File: config.mk
export PLATFORM = sky130hd
export DESIGN_NAME = iterative_mdu_flat
export DESIGN_NICKNAME = d
export VERILOG_FILES = /design/src/rtl/mdu_pkg.sv /design/src/rtl/mdu_if.sv /design/src/rtl/mdu_operand_prep.sv /design/src/rtl/iterative_mdu.sv /design/src/flat_wrapper.sv
export SDC_FILE = /design/constraint.sdc
export NUM_CORES = 1
export LEC_CHECK = 0
export ABC_CLOCK_PERIOD_IN_PS = 5700
export CAP_MARGIN = 5
export CORE_ASPECT_RATIO = 0.7
export CORE_MARGIN = 2
export CORE_UTILIZATION = 45
export DETAILED_ROUTE_END_ITERATION = 8
export DONT_BUFFER_PORTS = 1
export SLEW_MARGIN = 20
export SYNTH_ARGS = -nofsm -noshare
export SYNTH_HDL_FRONTEND = slang
export SYNTH_SLANG_ARGS = --single-unit
File: constraint.sdc
create_clock -name clk -period 5.7 [get_ports clk]
set_input_delay 0.57 -clock clk [delete_from_list [all_inputs] [get_ports clk]]
set_output_delay 0.57 -clock clk [all_outputs]
set_load 0.02 [all_outputs]
File: src/rtl/mdu_pkg.sv
// mdu_pkg: shared types and opcode helpers for the iterative RV32M
// multiply/divide unit.
//   mdu_op_e    - RISC-V funct3 encoding of the eight M-extension operations
//   mdu_state_e - controller states
//   is_div / is_rem / is_signed_a / is_signed_b / selects_high - opcode decode
package mdu_pkg;

  typedef enum logic [2:0] {
    OP_MUL    = 3'b000,
    OP_MULH   = 3'b001,
    OP_MULHSU = 3'b010,
    OP_MULHU  = 3'b011,
    OP_DIV    = 3'b100,
    OP_DIVU   = 3'b101,
    OP_REM    = 3'b110,
    OP_REMU   = 3'b111
  } mdu_op_e;

  typedef enum logic [1:0] {
    IDLE = 2'd0,
    CALC = 2'd1,
    FIX  = 2'd2,
    DONE = 2'd3
  } mdu_state_e;

  function automatic logic is_div(mdu_op_e op);
    return (op inside {OP_DIV, OP_DIVU, OP_REM, OP_REMU});
  endfunction

  function automatic logic is_rem(mdu_op_e op);
    return (op inside {OP_REM, OP_REMU});
  endfunction

  function automatic logic is_signed_a(mdu_op_e op);
    return (op inside {OP_MULH, OP_MULHSU, OP_DIV, OP_REM});
  endfunction

  function automatic logic is_signed_b(mdu_op_e op);
    return (op inside {OP_MULH, OP_DIV, OP_REM});
  endfunction

  function automatic logic selects_high(mdu_op_e op);
    return (op inside {OP_MULH, OP_MULHSU, OP_MULHU});
  endfunction

endpackage

File: src/rtl/mdu_if.sv
// mdu_if: request/response bundle of the multiply/divide unit.
//   in_valid/in_ready  - request handshake (op, a, b)
//   out_valid/out_ready- response handshake (result)
//   flush              - abort the operation in flight
//   busy               - unit is not idle
// Modports: master (control unit side), slave (MDU side).
interface mdu_if
  import mdu_pkg::*;
#(
  parameter int XLEN = 32
);
  logic            in_valid;
  logic            in_ready;
  mdu_op_e         op;
  logic [XLEN-1:0] a;
  logic [XLEN-1:0] b;
  logic            flush;
  logic            out_valid;
  logic            out_ready;
  logic [XLEN-1:0] result;
  logic            busy;

  modport master (
    output in_valid, op, a, b, flush, out_ready,
    input  in_ready, out_valid, result, busy
  );

  modport slave (
    input  in_valid, op, a, b, flush, out_ready,
    output in_ready, out_valid, result, busy
  );
endinterface

File: src/rtl/mdu_operand_prep.sv
// mdu_operand_prep: combinational operand conditioning for the MDU.
//   i_op, i_a, i_b      - requested operation and raw operands
//   o_abs_a, o_abs_b    - unsigned magnitudes (|MIN| fits as unsigned)
//   o_sign_a, o_sign_b  - operand sign flags (0 for unsigned operands)
//   o_fast              - result known without iterating
//   o_fast_result       - that result (div-by-zero or signed overflow)
module mdu_operand_prep
  import mdu_pkg::*;
#(
  parameter int XLEN = 32
) (
  input  mdu_op_e         i_op,
  input  logic [XLEN-1:0] i_a,
  input  logic [XLEN-1:0] i_b,
  output logic [XLEN-1:0] o_abs_a,
  output logic [XLEN-1:0] o_abs_b,
  output logic            o_sign_a,
  output logic            o_sign_b,
  output logic            o_fast,
  output logic [XLEN-1:0] o_fast_result
);
  localparam logic [XLEN-1:0] MIN_VAL = {1'b1, {(XLEN-1){1'b0}}};

  logic w_b_zero;
  logic w_ovf;

  assign o_sign_a = is_signed_a(i_op) & i_a[XLEN-1];
  assign o_sign_b = is_signed_b(i_op) & i_b[XLEN-1];
  assign o_abs_a  = o_sign_a ? ('0 - i_a) : i_a;
  assign o_abs_b  = o_sign_b ? ('0 - i_b) : i_b;

  assign w_b_zero = (i_b == '0);
  // Only DIV/REM can overflow: MIN / -1 does not fit in XLEN signed bits.
  assign w_ovf    = is_div(i_op) & is_signed_b(i_op) & (i_a == MIN_VAL) & (i_b == '1);
  assign o_fast   = is_div(i_op) & (w_b_zero | w_ovf);

  always_comb begin
    if (w_b_zero) o_fast_result = is_rem(i_op) ? i_a : '1;
    else          o_fast_result = is_rem(i_op) ? '0  : MIN_VAL;
  end
endmodule

File: src/rtl/iterative_mdu.sv
// iterative_mdu: multi-cycle RV32M multiply/divide unit.
//   clk     - rising-edge clock
//   reset_n - asynchronous active-low reset
//   bus     - mdu_if.slave: request (in_valid/in_ready/op/a/b), flush,
//             response (out_valid/out_ready/result) and busy
// Radix-2 shift-add multiply and restoring divide on magnitudes, one bit per
// cycle for XLEN cycles, followed by a single sign-fix/select cycle.
module iterative_mdu
  import mdu_pkg::*;
#(
  parameter int XLEN = 32
) (
  input logic  clk,
  input logic  reset_n,
  mdu_if.slave bus
);
  localparam int CNT_W = $clog2(XLEN) + 1;

  mdu_state_e        r_state;
  mdu_state_e        w_state_nxt;
  mdu_op_e           r_op;
  logic [CNT_W-1:0]  r_cnt;
  logic [2*XLEN-1:0] r_acc;
  logic [XLEN-1:0]   r_mcand;
  logic [XLEN-1:0]   r_rem;
  logic [XLEN-1:0]   r_quo;
  logic [XLEN-1:0]   r_dvs;
  logic              r_neg_res;
  logic              r_neg_rem;
  logic [XLEN-1:0]   r_result;

  logic [XLEN-1:0]   w_abs_a;
  logic [XLEN-1:0]   w_abs_b;
  logic [XLEN-1:0]   w_fast_result;
  logic              w_sign_a;
  logic              w_sign_b;
  logic              w_fast;
  logic              w_accept;

  logic [XLEN:0]     w_sum;
  logic [XLEN:0]     w_rem_sh;
  logic              w_ge;
  logic [XLEN-1:0]   w_rem_sub;
  logic [2*XLEN-1:0] w_prod;
  logic [XLEN-1:0]   w_quo_fix;
  logic [XLEN-1:0]   w_rem_fix;
  logic [XLEN-1:0]   w_fix_result;

  mdu_operand_prep #(.XLEN(XLEN)) u_prep (
    .i_op          (bus.op),
    .i_a           (bus.a),
    .i_b           (bus.b),
    .o_abs_a       (w_abs_a),
    .o_abs_b       (w_abs_b),
    .o_sign_a      (w_sign_a),
    .o_sign_b      (w_sign_b),
    .o_fast        (w_fast),
    .o_fast_result (w_fast_result)
  );

  // A request coincident with flush is dropped.
  assign w_accept = (r_state == IDLE) & bus.in_valid & ~bus.flush;

  always_ff @(posedge clk or negedge reset_n) begin
    if (!reset_n) r_state <= IDLE;
    else          r_state <= w_state_nxt;
  end

  always_comb begin
    w_state_nxt = r_state;
    unique case (r_state)
      IDLE:    if (bus.in_valid) w_state_nxt = w_fast ? DONE : CALC;
      CALC:    if (r_cnt == CNT_W'(1)) w_state_nxt = FIX;
      FIX:     w_state_nxt = DONE;
      DONE:    if (bus.out_ready) w_state_nxt = IDLE;
      default: w_state_nxt = IDLE;
    endcase
    if (bus.flush) w_state_nxt = IDLE;
  end

  always_comb begin
    bus.in_ready  = (r_state == IDLE);
    bus.out_valid = (r_state == DONE);
    bus.busy      = (r_state != IDLE);
    bus.result    = r_result;
  end

  // Multiplier sits in the low half of the accumulator and is consumed LSB
  // first; partial products enter the high half with their carry.
  assign w_sum = {1'b0, r_acc[2*XLEN-1:XLEN]} + {1'b0, (r_acc[0] ? r_mcand : '0)};

  // The remainder stays below the divisor, so the shifted value fits XLEN+1
  // bits and the committed difference fits XLEN bits.
  assign w_rem_sh  = {r_rem, r_quo[XLEN-1]};
  assign w_ge      = (w_rem_sh >= {1'b0, r_dvs});
  assign w_rem_sub = w_rem_sh[XLEN-1:0] - r_dvs;

  assign w_prod    = r_neg_res ? ('0 - r_acc) : r_acc;
  assign w_quo_fix = r_neg_res ? ('0 - r_quo) : r_quo;
  assign w_rem_fix = r_neg_rem ? ('0 - r_rem) : r_rem;

  always_comb begin
    if (is_div(r_op))          w_fix_result = is_rem(r_op) ? w_rem_fix : w_quo_fix;
    else if (selects_high(r_op)) w_fix_result = w_prod[2*XLEN-1:XLEN];
    else                       w_fix_result = w_prod[XLEN-1:0];
  end

  always_ff @(posedge clk or negedge reset_n) begin
    if (!reset_n) begin
      r_op      <= OP_MUL;
      r_cnt     <= '0;
      r_acc     <= '0;
      r_mcand   <= '0;
      r_rem     <= '0;
      r_quo     <= '0;
      r_dvs     <= '0;
      r_neg_res <= 1'b0;
      r_neg_rem <= 1'b0;
      r_result  <= '0;
    end else begin
      if (w_accept) begin
        r_op      <= bus.op;
        r_cnt     <= CNT_W'(XLEN);
        r_neg_res <= w_sign_a ^ w_sign_b;
        r_neg_rem <= w_sign_a;
        r_acc     <= {{XLEN{1'b0}}, w_abs_b};
        r_mcand   <= w_abs_a;
        r_rem     <= '0;
        r_quo     <= w_abs_a;
        r_dvs     <= w_abs_b;
        if (w_fast) r_result <= w_fast_result;
      end else if (r_state == CALC) begin
        r_cnt <= r_cnt - CNT_W'(1);
        if (is_div(r_op)) begin
          r_rem <= w_ge ? w_rem_sub : w_rem_sh[XLEN-1:0];
          r_quo <= {r_quo[XLEN-2:0], w_ge};
        end else begin
          r_acc <= {w_sum, r_acc[XLEN-1:1]};
        end
      end else if ((r_state == FIX) && !bus.flush) begin
        r_result <= w_fix_result;
      end
    end
  end
endmodule

File: src/flat_wrapper.sv
// flat-port wrapper written by rule: the top's interface ports become plain ports
module iterative_mdu_flat import mdu_pkg::*;
#(
  parameter int XLEN = 32
)
  (clk, reset_n, bus_in_valid, bus_op, bus_a, bus_b, bus_flush, bus_out_ready, bus_in_ready, bus_out_valid, bus_result, bus_busy);
  mdu_if #(.XLEN(XLEN)) bus_i ();
  input logic clk;
  input logic reset_n;
  input wire logic [$bits(bus_i.in_valid)-1:0] bus_in_valid;
  input wire logic [$bits(bus_i.op)-1:0] bus_op;
  input wire logic [$bits(bus_i.a)-1:0] bus_a;
  input wire logic [$bits(bus_i.b)-1:0] bus_b;
  input wire logic [$bits(bus_i.flush)-1:0] bus_flush;
  input wire logic [$bits(bus_i.out_ready)-1:0] bus_out_ready;
  output wire logic [$bits(bus_i.in_ready)-1:0] bus_in_ready;
  output wire logic [$bits(bus_i.out_valid)-1:0] bus_out_valid;
  output wire logic [$bits(bus_i.result)-1:0] bus_result;
  output wire logic [$bits(bus_i.busy)-1:0] bus_busy;
  assign bus_i.in_valid = bus_in_valid;
  assign bus_i.op = bus_op;
  assign bus_i.a = bus_a;
  assign bus_i.b = bus_b;
  assign bus_i.flush = bus_flush;
  assign bus_i.out_ready = bus_out_ready;
  assign bus_in_ready = bus_i.in_ready;
  assign bus_out_valid = bus_i.out_valid;
  assign bus_result = bus_i.result;
  assign bus_busy = bus_i.busy;
  iterative_mdu #(.XLEN(XLEN)) u_core (.clk(clk), .reset_n(reset_n), .bus(bus_i));
endmodule
Yosys cells after proc, flatten, opt, wreduce, memory -nomap -nowiden
Index checks and enable logic that the tools add are counted.
{"block": "classes", "add_sub_neg": 8, "mul": 0, "n_div": 0, "n_lt_le_gt_ge": 1, "n_eq_ne": 25, "shifts": 0, "muxes": 34, "bitwise_logic": 11, "n_reduce_logical": 19}
{"op": "$mux W32", "n": 22}
{"op": "$mux W64", "n": 4}
{"op": "$sub A1 B32 Y32 const A", "n": 4}
{"op": "$eq A32 B32 Y1 const B", "n": 2}
{"op": "$sub A1 B64 Y64 const A", "n": 1}
{"op": "$add A32 B32 Y33", "n": 1}
{"op": "$ge A33 B32 Y1", "n": 1}
{"op": "$logic_not A32 Y1", "n": 1}
{"op": "$sub A32 B32 Y32", "n": 1}
{"op": "$eq A3 B3 Y1 const B", "n": 8}
{"op": "$mux W6", "n": 2}
{"op": "$reduce_bool A2 Y1", "n": 6}
{"op": "$reduce_bool A4 Y1", "n": 3}
{"op": "$mux W2", "n": 5}
{"op": "$eq A3 B2 Y1 const B", "n": 3}
{"op": "$and A1 B1 Y1", "n": 8}
{"op": "$pmux W2 S4", "n": 1}
{"op": "$eq A3 B1 Y1 const B", "n": 2}
{"op": "$eq A6 B1 Y1 const B", "n": 1}
{"op": "$ne A2 B1 Y1 const B", "n": 3}
{"op": "$ne A3 B3 Y1 const B", "n": 2}
{"op": "$reduce_and A3 Y1", "n": 2}
{"op": "$reduce_bool A3 Y1", "n": 2}
{"op": "$sub A6 B1 Y6 const B", "n": 1}
{"op": "other kinds (10)", "n": 12}
{"block": "word_totals", "reg_bits": 237, "latchBits": 0, "mem_bits_rw": 0, "mem_bits_ro": 0, "mem_count": 0}

Longest topological paths before layout
Gate-level depths: netlist of run 1.
{"block": "logic_depth", "depth_word": 11, "ltp_mapped": 13, "ltp_nobuf": 13}

Modules after synthesis
Synthesis of run 1 repeated with hierarchy kept, for this count alone.
{"block": "hier_totals", "hier_cells": 2254, "area_unflattened_um2": 18489.0}
{"module": "iterative_mdu", "n_inst": 1, "cells_per_inst": 1983, "area_each_um2": 16627.2, "seq_area_each_um2": 5930.7}
{"module": "mdu_operand_prep", "n_inst": 1, "cells_per_inst": 271, "area_each_um2": 1861.8, "seq_area_each_um2": 0.0}

Least setup slack after synthesis of run 1
No wires, ideal clock.
{"block": "synth_path", "path_kind": "reg-to-reg", "start": "reg u_core.r_acc[0]", "end": "reg u_core.r_acc[63]", "setup_ns": 0.134, "t_arrival_ns": 3.302, "path_slack_ns": 2.265, "stages_incl_launch_ff": 14, "n_path_buf": 1, "period_less_slack_ns": 3.435, "path_cell_list": "dfrtp_1 -> clkbuf_1 -> and2_1 -> ha_1 -> fa_1 -> a21o_1 -> a21o_1 -> a2111oi_0 -> o21bai_1 -> a311oi_1 -> o31a_1 -> o21ai_0 -> a2111oi_0 -> o21ai_0"}
{"block": "synth_via", "elab_chain_len": 5}
{"element": "start, declared", "line": "iterative_mdu.sv:23", "rtl": "logic [2*XLEN-1:0] r_acc;"}
{"element": "start signal, assigned", "line": "iterative_mdu.sv:126", "rtl": "r_acc <= {{XLEN{1'b0}}, w_abs_b};"}
{"element": "start signal, assigned", "line": "iterative_mdu.sv:138", "rtl": "r_acc <= {w_sum, r_acc[XLEN-1:1]};"}
{"element": "$mux W32", "line": "iterative_mdu.sv:90", "rtl": "assign w_sum = {1'b0, r_acc[2*XLEN-1:XLEN]} + {1'b0, (r_acc[0] ? r_mcand : '0)};"}
{"element": "$add A32 B32 Y33", "line": "iterative_mdu.sv:90"}
{"element": "$mux W64", "line": "iterative_mdu.sv:134", "rtl": "if (is_div(r_op)) begin"}
{"element": "$mux W64", "line": "iterative_mdu.sv:132", "rtl": "end else if (r_state == CALC) begin"}
{"element": "$mux W64", "line": "iterative_mdu.sv:121", "rtl": "if (w_accept) begin"}
No other way between the ends. The select of a mux whose other input is x is not followed.
A chain may end at the register's enable or synchronous reset.

Worst setup path after layout of run 1
Same ends and word-level chain as after synthesis.

==> results of run 1 <==
==> routing by layer <==
metal	vias up	global-route usage, %	share of wire, %	wire length [um]
li1	8239	-	-	-
met1	8664	50.11	47	33300
met2	788	43.12	38	27180
met3	76	12.15	13	8894
met4	0	5.823	1.8	1244
met5	-	0	0	0
==> cells in the mapped netlist, drive strengths merged, types with 45 or more instances <==
library cell  count  area [um^2]
nor2            206        773.2
inv              68        255.2
o31ai            49        372.9
a21o             51        382.9
xor2            113        989.7
o21ai           246         1231
nand2           307         1152
xnor2           108        945.9
a21oi           159        795.8
dfrtp           237         5931
nor3             45        225.2
ha               77        963.4
clkbuf          114        427.9
==> cell families (layout without fill, tap and decap cells) <==
| family | count (synthesis) | after routing |
|---|---|---|
| XOR/XNOR | 221 | 221 |
| adder cells (fa/ha/maj) | 79 | 79 |
| AND/OR/NAND/NOR | 845 | 845 |
| flip-flops | 237 | 237 |
| AO/OA/AOI/OAI | 723 | 723 |
| multiplexers | 37 | 37 |
| other | 0 | 2 |
| buffers and inverters | 195 | 142 |
==> power by group through the flow <==
stage | clock network (mW) | logic, mW | registers [mW]
2_1_floorplan | 0 | 4.20 | 2.89
3_3_place_gp | 0 | 5.72 | 3.30
3_5_place_dp | 0 | 5.77 | 3.32
4_1_cts | 2.04 | 5.80 | 3.29
5_1_grt | 2.11 | 6.50 | 3.42
6_report | 2.01 | 5.98 | 3.35
==> sequential cells by signal (all words and copies together) (netlist names) <==
name / count
u_core.r_rem: 32
u_core.r_state: 2
u_core.r_mcand: 32
u_core.r_acc: 64
u_core.bus.result: 32
u_core.r_op: 3
u_core.r_cnt: 6
u_core.r_neg_res: 1
u_core.r_neg_rem: 1
u_core.r_dvs: 32
u_core.r_quo: 32
==> how the worst min path moves through the flow <==
stage               cells past startpoint  slack (ns)    start                    to
floorplan                               0        0.27  reset_n  u_core.bus.result[0]
global placement                        0        0.29  reset_n      u_core.r_acc[61]
finish                                  0       -0.30  reset_n      u_core.r_acc[61]
detailed placement                      0        0.29  reset_n      u_core.r_acc[59]
CTS                                     0       -0.33  reset_n      u_core.r_acc[59]
global route                            0       -0.32  reset_n      u_core.r_acc[59]
==> layout make-up <==
class	instances	area (um^2)	area share (%)
Antenna cell	2	5.005	0.02509
Clock buffer	36	802.0	4.021
Tap cell	544	680.7	3.412
Sequential cell	237	5933	29.75
Timing Repair Buffer	25	200.2	1.004
Inverter	68	255.2	1.280
Multi-Input combinational cell	1905	11870	59.51
Clock inverter	13	200.2	1.004
==> results_dict.tcl, run 1 <==
set metrics [dict create \
    hold_viol 237 \
    synthArstFlopShare_pct 100.0 \
    fp.coreArea_um2 40800 \
    powerDensity_nw_per_um2 568.8 \
    route.detailed.drc 0 \
    clockPowerShare_pct 17.7 \
    synth_seq_cells 237 \
    fill_cells 4129 \
    ys_warn_count 0 \
    fin_setup_tns_ns 0 \
    drt-vias-per-instance 6.278 \
    skew_ns 0.01259 \
    drive_above_1_share_pct 4.947 \
    globalplace.congestion 1.008 \
    timing.critical_path.to "u_core.r_acc[63]" \
    crit_family "compound AO/OA/AOI/OAI gates" \
    r2r_cells 13 \
    intPower_mw 5.642 \
    crit_start "u_core.r_acc[0]" \
    critical_path_required_ns 6.15 \
    die-area_um2 42780 \
    pre_cts_ws_ns 1.387 \
    reg2reg_to "u_core.r_acc[63]" \
    arrival_ns 4.94 \
    io_pins 107 \
    antenna_found_initial 2 \
    syn-mean-instance-area_um2 7.918 \
    ys.flop_type "dfrtp_1" \
    grt_pass1_vias 16486 \
    numCtsBuffers 28 \
    grt_start_max_net_pins 238 \
    htreeDepth 1 \
    clk_pin_slew_worst_paths_ns 0.06 \
    startpoint_type "register" \
    min_path_type "in2async" \
    dp_hpwl_um 53370 \
    run_status "complete, but fails checks" \
    slew_headroom_pct 20.23 \
    initial_core_util_pct 45.35 \
    areaGrowthSynthToFinish_pct 7.796 \
    wirelength_um 70620 \
    synth_cell_type_count 71 \
    synthesis.nets 2488 \
    dpl_cell_area_um2 18940 \
    die_h_um 173.7 \
    cts_root_buffer "clkbuf_16" \
    nNetsFinal 2416 \
    grt.overflow.total 0 \
    ant_nets 0 \
    vdd_drop_max_mv 0.5287 \
    fin_total_pwr_mw 11.34 \
    grt_pass1_wl_um 106300 \
    dieWidth_um 246.4 \
    final_common_cell "nand2_1" \
    crit_path_end_kind "register" \
    synthMuxAreaShare_pct 2.035 \
    yosys.area_share.xor_xnor_pct 10.46 \
    post_drt_wl_per_cell_um 24.95 \
    cts_sinks 237 \
    rows 62 \
    fin_util_pct 48.88 \
    tightest_slew_ns 1.180 \
    crit_slowest_cell "a311oi_1" \
    timing.fmax_ghz 0.2224 \
    swShare_pct 50.26 \
    worstSetupPathType "reg2reg" \
    seqPwrFrac_pct 29.5 \
    dp.cells 2779 \
    synthesis.area_um2 18500 \
    drt-initial-drc-count 2039 \
    first_pass_iters 5 \
    final_cell_area_um2 19950 \
    synth_edf_count 0 \
    syn_inst 2337 \
    grt_usage_pct 32.64 \
    yosys.area_share.simple_pct 21.73 \
    setup_viol 0 \
    final_cell_mix "nand2_1 (306), dfrtp_1 (235), o21ai_0 (214)" \
    fin_ws_ns 1.204 \
    synth_compound_area_share_pct 24.28 \
    cp_num_cells 13 \
    path_cells "buf_4 > and2_1 > ha_1 > fa_1 > a21o_1 > a21o_1 > a2111oi_0 > o21bai_1 > a311oi_1 > o31a_1 > o21ai_0 > a2111oi_0 > o21ai_0" \
    cts.path.max_buffers 3 \
    seq_area_frac_synth_pct 32.05 \
    period_share_pct 78.87 \
    stdcell_count 2830 \
    r2r_slack_ns 1.20 \
    violations "hold timing" \
    worstPathMaxFanout 20 \
    postCtsResizedCells 0 \
    cpPeakStageDelay_ns 0.64 \
    pwr-share-comb_pct 52.7 \
    yosys.area_share.adder_pct 5.423 \
    period_minus_slack_ns 4.496 \
    switchingPower_mw 5.702 \
    synth_top_family_by_area "compound AO/OA/AOI/OAI gates" \
    rsz0062_at_grt "no" \
    portBuffers 0 \
    insertion_delay_ns 0.57 \
    num_vias 17767 \
    hold_slack_ns -0.2955 \
    cap_viol_max_count 0 \
    drv_slew 0 \
    cts_tree "done" \
    critical_path_buf_inv_count 1 \
    cellLeakagePower_nw 8.570 \
    reg2reg_from "u_core.r_acc[0]" \
    cts_setup_buffers 0 \
]
Power figures use the tool's default switching activity.
==> inputs of run 2 (changes only) <==
--- a/config.mk
+++ b/config.mk
@@ -5,7 +5,7 @@
 export SDC_FILE = /design/constraint.sdc
 export NUM_CORES = 1
 export LEC_CHECK = 0
-export ABC_CLOCK_PERIOD_IN_PS = 5700
+export ABC_CLOCK_PERIOD_IN_PS = 4080
 export CAP_MARGIN = 5
 export CORE_ASPECT_RATIO = 0.7
 export CORE_MARGIN = 2
==> constraint.sdc (replaced) <==
create_clock -name clk -period 4.08 [get_ports clk]
set_input_delay 0.408 -clock clk [delete_from_list [all_inputs] [get_ports clk]]
set_output_delay 0.408 -clock clk [all_outputs]
set_load 0.02 [all_outputs]
==> run 2 against run 1 <==
Net effect:
- the run still ends with hold timing left
- largest cell class unchanged
- core utilization rose by 1.1 points
- sequential cell count did not move
- clock power rose by 44%
- cell count rose by 1.9%
- clock skew barely moved
- sequential power rose by 38%
- first-iteration DRC count rose by 3.3%
- register-to-register slack got worse by 0.87 ns
==> results_dict.tcl, run 2 (synthesized netlist as in run 1, its figures left out) <==
set metrics [dict create \
    grt_pass1_wl_um 107800 \
    reg2reg_from "u_core.r_rem[0]" \
    routed.top_layer "met5" \
    wl_met3_um 8726 \
    arrival_ns 4.22 \
    cts_sinks 237 \
    grt.overflow.total 0 \
    intPower_mw 8.174 \
    cellLeakagePower_nw 8.844 \
    timing.fmax_ghz 0.2673 \
    wl_met1_um 34590 \
    cap_viol_max_count 0 \
    critical_path_required_ns 4.56 \
    switchingPower_mw 8.178 \
    initial_core_util_pct 45.35 \
    min_path_type "in2async" \
    powerDensity_nw_per_um2 801.2 \
    numCtsBuffers 29 \
    rows 62 \
    r2r_cells 11 \
    crit_start "u_core.r_rem[0]" \
    rsz0062_at_grt "no" \
    grt_usage_pct 33.23 \
    worstSetupPathType "reg2reg" \
    largest_reg_flops 64 \
    pwr-share-comb_pct 54.0 \
    setup_viol 0 \
    portBuffers 0 \
    num_vias 18116 \
    cpPeakStageDelay_ns 0.63 \
    cts_tree "done" \
    period_minus_slack_ns 3.741 \
    route.detailed.drc 0 \
    routed-wl-met2_um 27200 \
    cts_setup_buffers 0 \
    period_share_pct 91.70 \
    grt_start_max_net_pins 238 \
    clk_pin_slew_worst_paths_ns 0.07 \
    die-area_um2 42780 \
    slew_headroom_pct 25.16 \
    antenna_found_initial 2 \
    dieWidth_um 246.4 \
    cts_root_buffer "clkbuf_16" \
    final_common_cell "nand2_1" \
    cts.path.max_buffers 3 \
    regArea_um2 5932 \
    fin_setup_tns_ns 0 \
    fill_cells 4048 \
    nNetsFinal 2467 \
    top_register "u_core.r_acc" \
    tightest_slew_ns 1.120 \
    ant_nets 0 \
    io_pins 107 \
    drive_above_1_share_pct 6.841 \
    fp.coreArea_um2 40800 \
    timing.critical_path.to "u_core.bus.result[24]" \
    htreeDepth 1 \
    insertion_delay_ns 0.60 \
    grt_pass1_vias 16643 \
    hold_slack_ns -0.4892 \
    run_status "complete, but fails checks" \
    r2r_slack_ns 0.34 \
    vdd_drop_max_mv 0.5452 \
    skew_ns 0.01239 \
    reg2reg_to "u_core.bus.result[24]" \
    fin_ws_ns 0.3388 \
    worstPathMaxFanout 7 \
    drt-vias-per-instance 6.282 \
    swShare_pct 50.01 \
    globalplace.congestion 1.039 \
    crit_slowest_cell "or4_1" \
    path_cells "inv_1 > ha_1 > or3b_1 > or4_1 > or3_1 > o41ai_2 > xor2_1 > o22ai_1 > a21oi_1 > o221ai_1 > mux2_2" \
    multiInputGateArea_um2 11860 \
    hold_viol 237 \
    violations "hold timing" \
    first_pass_iters 6 \
    postCtsResizedCells 0 \
    pre_cts_ws_ns 0.3862 \
    seqPwrFrac_pct 28.3 \
    die_h_um 173.7 \
    startpoint_type "register" \
    wirelength_um 71890 \
    final_cell_mix "nand2_1 (307), dfrtp_1 (236), o21ai_0 (214)" \
    crit_path_end_kind "register" \
    clockPowerShare_pct 17.7 \
    drv_slew 0 \
    dp_hpwl_um 54630 \
    post_drt_wl_per_cell_um 24.93 \
    areaGrowthSynthToFinish_pct 10.30 \
    postCtsHoldBufs 7 \
    drt-initial-drc-count 2106 \
]
-- run 2: cell types whose count changed in the layout (fill, tap and decap cells not counted), moves of 3 or more --
cell           previous run  this run
clkbuf_8                  5         8
clkinvlp_4                1         4
buf_4                    24        64
buf_12                    1         4
dlygate4sd3_1             0         7
-- run 2: layout make-up --
| type | instances | share of cell area, % |
|---|---|---|
| clock buffer | 37 | 4.095 |
| sequential | 237 | 29.06 |
| antenna | 1 | 0.01226 |
| tap | 544 | 3.335 |
| clock inverter | 17 | 1.030 |
| inverter | 68 | 1.251 |
| multi-input combinational | 1905 | 58.12 |
| timing repair buffer | 75 | 3.090 |
-- run 2: metrics by stage --
step                      utilization [%]  std cells  area, um^2  hold slack, ns  power [mW]
after floorplan                         -       2337       18500          0.1124       9.909
after global placement              47.28       2822       19290          0.1240       12.99
after detailed placement            47.28       2822       19290          0.1204       13.09
after CTS                           50.01       2883       20410         -0.5019       16.03
after global routing                50.01       2883       20410         -0.4957       17.27
final                               50.02       2884       20410         -0.4892       16.35
-- run 2: layer usage --
layer  vias up  track usage [%]
li1       8338                -
met1      8835            52.43
met2       846            43.41
met3        95            10.70
met4         2            6.124
met5         -                0
-- run 2: power by group through the flow --
stage                     sequential, mW  clock, mW  combinational [mW]
after floorplan                     4.04          0                5.87
final                               4.62       2.89                8.84
after CTS                           4.56       2.92                8.55
after global placement              4.57          0                8.42
after global routing                4.72       3.01                9.54
after detailed placement            4.60          0                8.49
-- run 2: worst min-delay path by stage --
stage                       start              endpoint  slack, ns  cells past startpoint
final                     reset_n    u_core.r_mcand[24]      -0.49                      0
after global routing      reset_n    u_core.r_mcand[24]      -0.50                      0
after CTS                 reset_n      u_core.r_acc[48]      -0.50                      0
after detailed placement  reset_n    u_core.r_mcand[22]       0.12                      0
after global placement    reset_n    u_core.r_mcand[24]       0.12                      0
after floorplan           reset_n  u_core.bus.result[0]       0.11                      0
-- run 2: worst max-delay path, delay by kind of cell, from the launching register on --
kind | cells | cell delay, ns
simple gates | 3 | 1.58
flops | 1 | 0.47
xor+xnor | 1 | 0.19
compound gates | 4 | 0.81
buf+inv | 1 | 0.13
fa+ha+maj | 1 | 0.16
mux | 1 | 0.30
